==> config.mk <==
export PLATFORM = sky130hd
export DESIGN_NAME = pipe_add_arbiter
export DESIGN_NICKNAME = d
export VERILOG_FILES = /design/src/rtl/pipe_add_pkg.sv /design/src/rtl/pipe_add_arbiter_rr.sv /design/src/rtl/pipe_add_arbiter.sv
export SDC_FILE = /design/constraint.sdc
export NUM_CORES = 1
export LEC_CHECK = 0
export BUFFER_PORTS_ARGS = -buffer_cell sky130_fd_sc_hd__buf_2
export CORE_UTILIZATION = 46
export CTS_CLUSTER_SIZE = 8
export DETAILED_ROUTE_END_ITERATION = 10
export PLACE_DENSITY = 0.86
export SLEW_MARGIN = 15
export SYNTH_ARGS = -nofsm -noshare
export SYNTH_HDL_FRONTEND = slang
export SYNTH_SLANG_ARGS = --single-unit
==> constraint.sdc <==
create_clock -name clk -period 4.75 [get_ports clk]
set_clock_uncertainty 0.1 [all_clocks]
set_input_delay 0.95 -clock clk [delete_from_list [all_inputs] [get_ports clk]]
set_output_delay 0.95 -clock clk [all_outputs]
set_load 0.05 [all_outputs]
==> src/rtl/pipe_add_pkg.sv <==
// Shared constants and types for the pipelined-adder arbiter slice.
package pipe_add_pkg;

  localparam int unsigned W        = 8;
  localparam int unsigned LAT      = 5;
  localparam int unsigned NREQ_MAX = 8;
  // Sized for the largest legal requester count so one tag type serves every NREQ.
  localparam int unsigned IDW      = $clog2(NREQ_MAX);

  typedef struct packed {
    logic           vld;
    logic [IDW-1:0] id;
  } tag_t;

  function automatic logic [IDW-1:0] rr_next(input logic [IDW-1:0] g, input int unsigned n);
    return (g == IDW'(n - 1)) ? '0 : g + 1'b1;
  endfunction

endpackage

==> src/rtl/pipe_add_arbiter_rr.sv <==
// Round-robin picker: first set request at or after ptr_i, wrapping modulo N.
module rr_arbiter
  import pipe_add_pkg::*;
#(
  parameter int unsigned N = 4
) (
  input  logic [N-1:0]   req_i,
  input  logic [IDW-1:0] ptr_i,
  output logic [N-1:0]   gnt_o,
  output logic [IDW-1:0] idx_o,
  output logic           any_o
);

  always_comb begin
    int unsigned c;
    c     = 0;
    gnt_o = '0;
    idx_o = '0;
    any_o = 1'b0;
    for (int unsigned k = 0; k < N; k++) begin
      c = (32'(ptr_i) + k) % N;
      if (!any_o && req_i[c]) begin
        gnt_o[c] = 1'b1;
        idx_o    = IDW'(c);
        any_o    = 1'b1;
      end
    end
  end

endmodule

==> src/rtl/pipe_add_arbiter.sv <==
// Shares one LAT-stage pipelined adder among NREQ requesters; a tag pipeline
// alongside the adder routes each sum back to the requester that issued it.
module pipe_add_arbiter
  import pipe_add_pkg::*;
#(
  parameter int unsigned NREQ    = 4,
  parameter int unsigned MAX_OUT = 2
) (
  input  logic              clk,
  input  logic              rst,
  input  logic [NREQ-1:0]   req_valid,
  output logic [NREQ-1:0]   req_ready,
  input  logic [NREQ*W-1:0] req_a,
  input  logic [NREQ*W-1:0] req_b,
  input  logic [NREQ-1:0]   req_cin,
  output logic [W-1:0]      add_ina,
  output logic [W-1:0]      add_inb,
  output logic              add_cin,
  input  logic [W-1:0]      add_sum,
  input  logic              add_cout,
  output logic [NREQ-1:0]   rsp_valid,
  output logic [W-1:0]      rsp_sum,
  output logic              rsp_cout
);

  localparam int unsigned CW = $clog2(MAX_OUT + 1);

  tag_t            tag_q [LAT];
  tag_t            tail;
  logic [IDW-1:0]  rr_ptr_q, rr_ptr_d;
  logic [CW-1:0]   cnt_q [NREQ];
  logic [CW-1:0]   cnt_d [NREQ];
  logic [NREQ-1:0] rsp_hit, elig, gnt;
  logic [IDW-1:0]  gidx;
  logic            gany;

  assign tail = tag_q[LAT-1];

  // A returning response frees its credit in the same cycle it can be reused.
  always_comb begin
    rsp_hit = '0;
    elig    = '0;
    for (int unsigned i = 0; i < NREQ; i++) begin
      rsp_hit[i] = tail.vld && (tail.id == IDW'(i)) && !rst;
      elig[i]    = req_valid[i] && !rst &&
                   ((cnt_q[i] < CW'(MAX_OUT)) || rsp_hit[i]);
    end
  end

  rr_arbiter #(.N(NREQ)) u_rr (
    .req_i (elig),
    .ptr_i (rr_ptr_q),
    .gnt_o (gnt),
    .idx_o (gidx),
    .any_o (gany)
  );

  assign req_ready = gnt;

  always_comb begin
    add_ina = '0;
    add_inb = '0;
    add_cin = 1'b0;
    for (int unsigned i = 0; i < NREQ; i++) begin
      if (gnt[i]) begin
        add_ina = req_a[i*W +: W];
        add_inb = req_b[i*W +: W];
        add_cin = req_cin[i];
      end
    end
  end

  assign rsp_valid = rsp_hit;
  assign rsp_sum   = (tail.vld && !rst) ? add_sum  : '0;
  assign rsp_cout  = (tail.vld && !rst) ? add_cout : 1'b0;

  always_comb begin
    rr_ptr_d = gany ? rr_next(gidx, NREQ) : rr_ptr_q;
    for (int unsigned i = 0; i < NREQ; i++) begin
      cnt_d[i] = cnt_q[i];
      case ({gnt[i], rsp_hit[i]})
        2'b10:   cnt_d[i] = cnt_q[i] + 1'b1;
        2'b01:   cnt_d[i] = cnt_q[i] - 1'b1;
        default: cnt_d[i] = cnt_q[i];
      endcase
    end
  end

  always_ff @(posedge clk) begin
    if (rst) begin
      rr_ptr_q <= '0;
      for (int unsigned k = 0; k < LAT; k++) tag_q[k] <= '0;
      for (int unsigned i = 0; i < NREQ; i++) cnt_q[i] <= '0;
    end else begin
      rr_ptr_q <= rr_ptr_d;
      tag_q[0] <= '{vld: gany, id: gidx};
      for (int unsigned k = 1; k < LAT; k++) tag_q[k] <= tag_q[k-1];
      for (int unsigned i = 0; i < NREQ; i++) cnt_q[i] <= cnt_d[i];
    end
  end

endmodule

==> impl_metrics.env <==
export IMPL_die_y_um=71.1
export IMPL_portBuffers=116
export IMPL_die_area_um2=5060
export IMPL_viasPerCell=5.57
export IMPL_min_period_over_period_pct=95.1
export IMPL_die_width_um=71.1
export IMPL_crit_type="reg2out"
export IMPL_num_rows=24
export IMPL_violations="design-rule violations"
export IMPL_setup_viol=0
export IMPL_grt_overflow=0
export IMPL_start_kind="register"
export IMPL_p_per_area_nw_per_um2=857
export IMPL_fmax_ghz=0.221
export IMPL_nets=476
export IMPL_drt_wl_total_mm=6.13
export IMPL_maxSlewViolCount=0
export IMPL_start_util_pct=49.1
export IMPL_layout_min_cycle_time_ns=4.52
export IMPL_cts_clk_slew_worst_paths_ns=0.09
export IMPL_cts_root_buf="clkbuf_8"
export IMPL_syn_nets=360
export IMPL_worst_pin_slew_ns=0.580
export IMPL_fill_cells=395
export IMPL_grt_max_degree=21
export IMPL_grt_pass1_vias=2239
export IMPL_maxSlewHeadroom_pct=60.2
export IMPL_h_tree_depth=1
export IMPL_synthCells=266
export IMPL_ys_async_sr_fraction_pct=0
export IMPL_clockBufferDepth=2
export IMPL_synth_seq_cells=25
export IMPL_first_pass_iters=8
export IMPL_drtIter0Drc=162
export IMPL_vdd_drop_max_mv=0.518
export IMPL_cap_violations=0
export IMPL_yosysWarnings=0
export IMPL_seqCellArea_um2=502
export IMPL_worstSetupEndpointType="output pin"
export IMPL_drcViolationCount=13
export IMPL_final_hold_violation_count=0
export IMPL_synth_distinct_cells=56
export IMPL_p_total_mw=2.47
export IMPL_synth_edf_count=0
export IMPL_hpwl_mm=4.75
export IMPL_required_ns=3.70
export IMPL_rsz0062_at_grt="no"
export IMPL_synth_top_area_share_pct=22.8
export IMPL_synth_area_leaders="dfxtp_1, o21ai_0, a221oi_2"
export IMPL_cts_num_sinks=25
export IMPL_n_antenna_cell=0
export IMPL_final_cell_mix="buf_2, o21ai_0, nand2_1"
export IMPL_core_um2=4470
export IMPL_outcome="finished, violations left"
export IMPL_ys_seq_area_share_pct=22.8
export IMPL_fin_tns_setup_ns=0
export IMPL_cp_max_fo=10
export IMPL_multi_input_area_um2=1540
export IMPL_grt_pass1_wl_mm=9.71
export IMPL_p_leak_nw=1.35
export IMPL_cts_hold_fix_buffers=0
export IMPL_arrival_ns=3.47
export IMPL_syn_area_um2=2200
export IMPL_layout_commonest_cell="buf_2"
export IMPL_wl_met2_mm=3.24
export IMPL_place_gp_congestion=0.949
export IMPL_wl_met1_mm=2.44
export IMPL_vias=2413
export IMPL_ys_flop_type="dfxtp_1"
export IMPL_syn2layout_area_growth_pct=31.0
export IMPL_ios=117
export IMPL_ant_nets=0
export IMPL_antenna_found_initial=0
export IMPL_insertion_delay_ns=0.27
export IMPL_yosysTopAreaCell="dfxtp_1"
export IMPL_drive_above_1_share_pct=42.0
export IMPL_cts_tree="done"
export IMPL_drt_wirelength_per_cell_um=14.2
export IMPL_top_layer="met4"
export IMPL_hold_class="reg2reg"
export IMPL_grt_use_total_pct=23.3
export IMPL_syn_area_per_cell_um2=8.26
export IMPL_cts_made_buffers=3
export IMPL_met3_length_um=411
## sequential cells by signal, indices dropped and copies added (netlist names), named ones only
| signal | flops |
|---|---|
| cnt_q | 8 |
| rr_ptr_q | 1 |
| tag_q | 15 |
## cells in the mapped netlist (all sizes together), types with 4 or more instances
master,instances
xnor2,4
xor2,5
or3,5
a221oi,18
nor2,14
clkbuf,4
nand2,26
buf,10
a21oi,10
and2,13
inv,13
a22o,4
ha,11
o21ai,44
nor2b,13
dfxtp,25
## power by group
part | leakage (nW) | internal, mW | switching (mW) | total (mW)
logic | 1.11 | 0.630 | 1.41 | 2.04
registers | 0.205 | 0.264 | 0.0335 | 0.297
clock network | 0.0261 | 0.0614 | 0.0687 | 0.130
## final timing paths
kind	start	endpoint	slack, ns	depth (start not counted)
worst min register to register	tag_q[0][15]	tag_q[0][19]	0.34	1
worst max register to register	rr_ptr_q[1]	cnt_q[2][1]	1.24	12
worst max-delay path	rr_ptr_q[1]	add_inb[0]	0.23	13
worst min-delay path	tag_q[0][15]	tag_q[0][19]	0.34	1
## kinds of logic after synthesis
kind of cell | share of synthesized area, %
buffers and inverters | 8.42
flip-flops | 22.8
XOR/XNOR | 3.59
multiplexers | 1.37
AO/OA/AOI/OAI | 36.6
adder cells (fa/ha/maj) | 6.26
AND/OR/NAND/NOR | 21.0
## cell type report
| cell class | count | area share (%) |
|---|---|---|
| Clock inverter | 1 | 0.304 |
| Inverter | 14 | 1.91 |
| Sequential cell | 25 | 17.4 |
| Timing Repair Buffer | 125 | 23.1 |
| Tap cell | 52 | 2.26 |
| Multi-Input combinational cell | 213 | 53.6 |
| Clock buffer | 3 | 1.43 |
## worst max-delay path, stage by stage (launching register included)
cell and delay (ns):
dfxtp_2 0.45, inv_1 0.17, ha_2 0.46, inv_1 0.08, o2111ai_1 0.20, nand2_1 0.19, a2111oi_4 0.33, o31ai_2 0.11
a222oi_1 0.31, buf_4 0.24, buf_12 0.14, a221oi_2 0.05, o21ai_1 0.17, buf_2 0.29
## through the flow
stage / setup WS [ns] / util [%] / std cells / hold slack (ns) / instance area, µm²
detailed placement: 0.176 / 61.8 / 427 / 0.323 / 2770
global placement: 0.227 / 61.8 / 427 / 0.315 / 2770
global route: 0.00281 / 64.4 / 433 / 0.362 / 2880
floorplan: 0.0837 / - / 266 / 0.314 / 2200
CTS: 0.0322 / 62.9 / 431 / 0.348 / 2820
finish: 0.232 / 64.4 / 433 / 0.343 / 2880
## routing by layer
layer | vias to the layer above | GRT usage (%)
met1 | 1102 | 27.4
met3 | 8 | 4.42
li1 | 1207 | -
met5 | - | 0
met4 | 0 | 4.89
met2 | 96 | 43.9
## timing repair
item                       4_1_cts  5_1_grt
setup endpoints to repair        0       18
setup buffers                    0        2
resized for setup                0       10
Note: power is estimated with default switching activity, not from simulation.
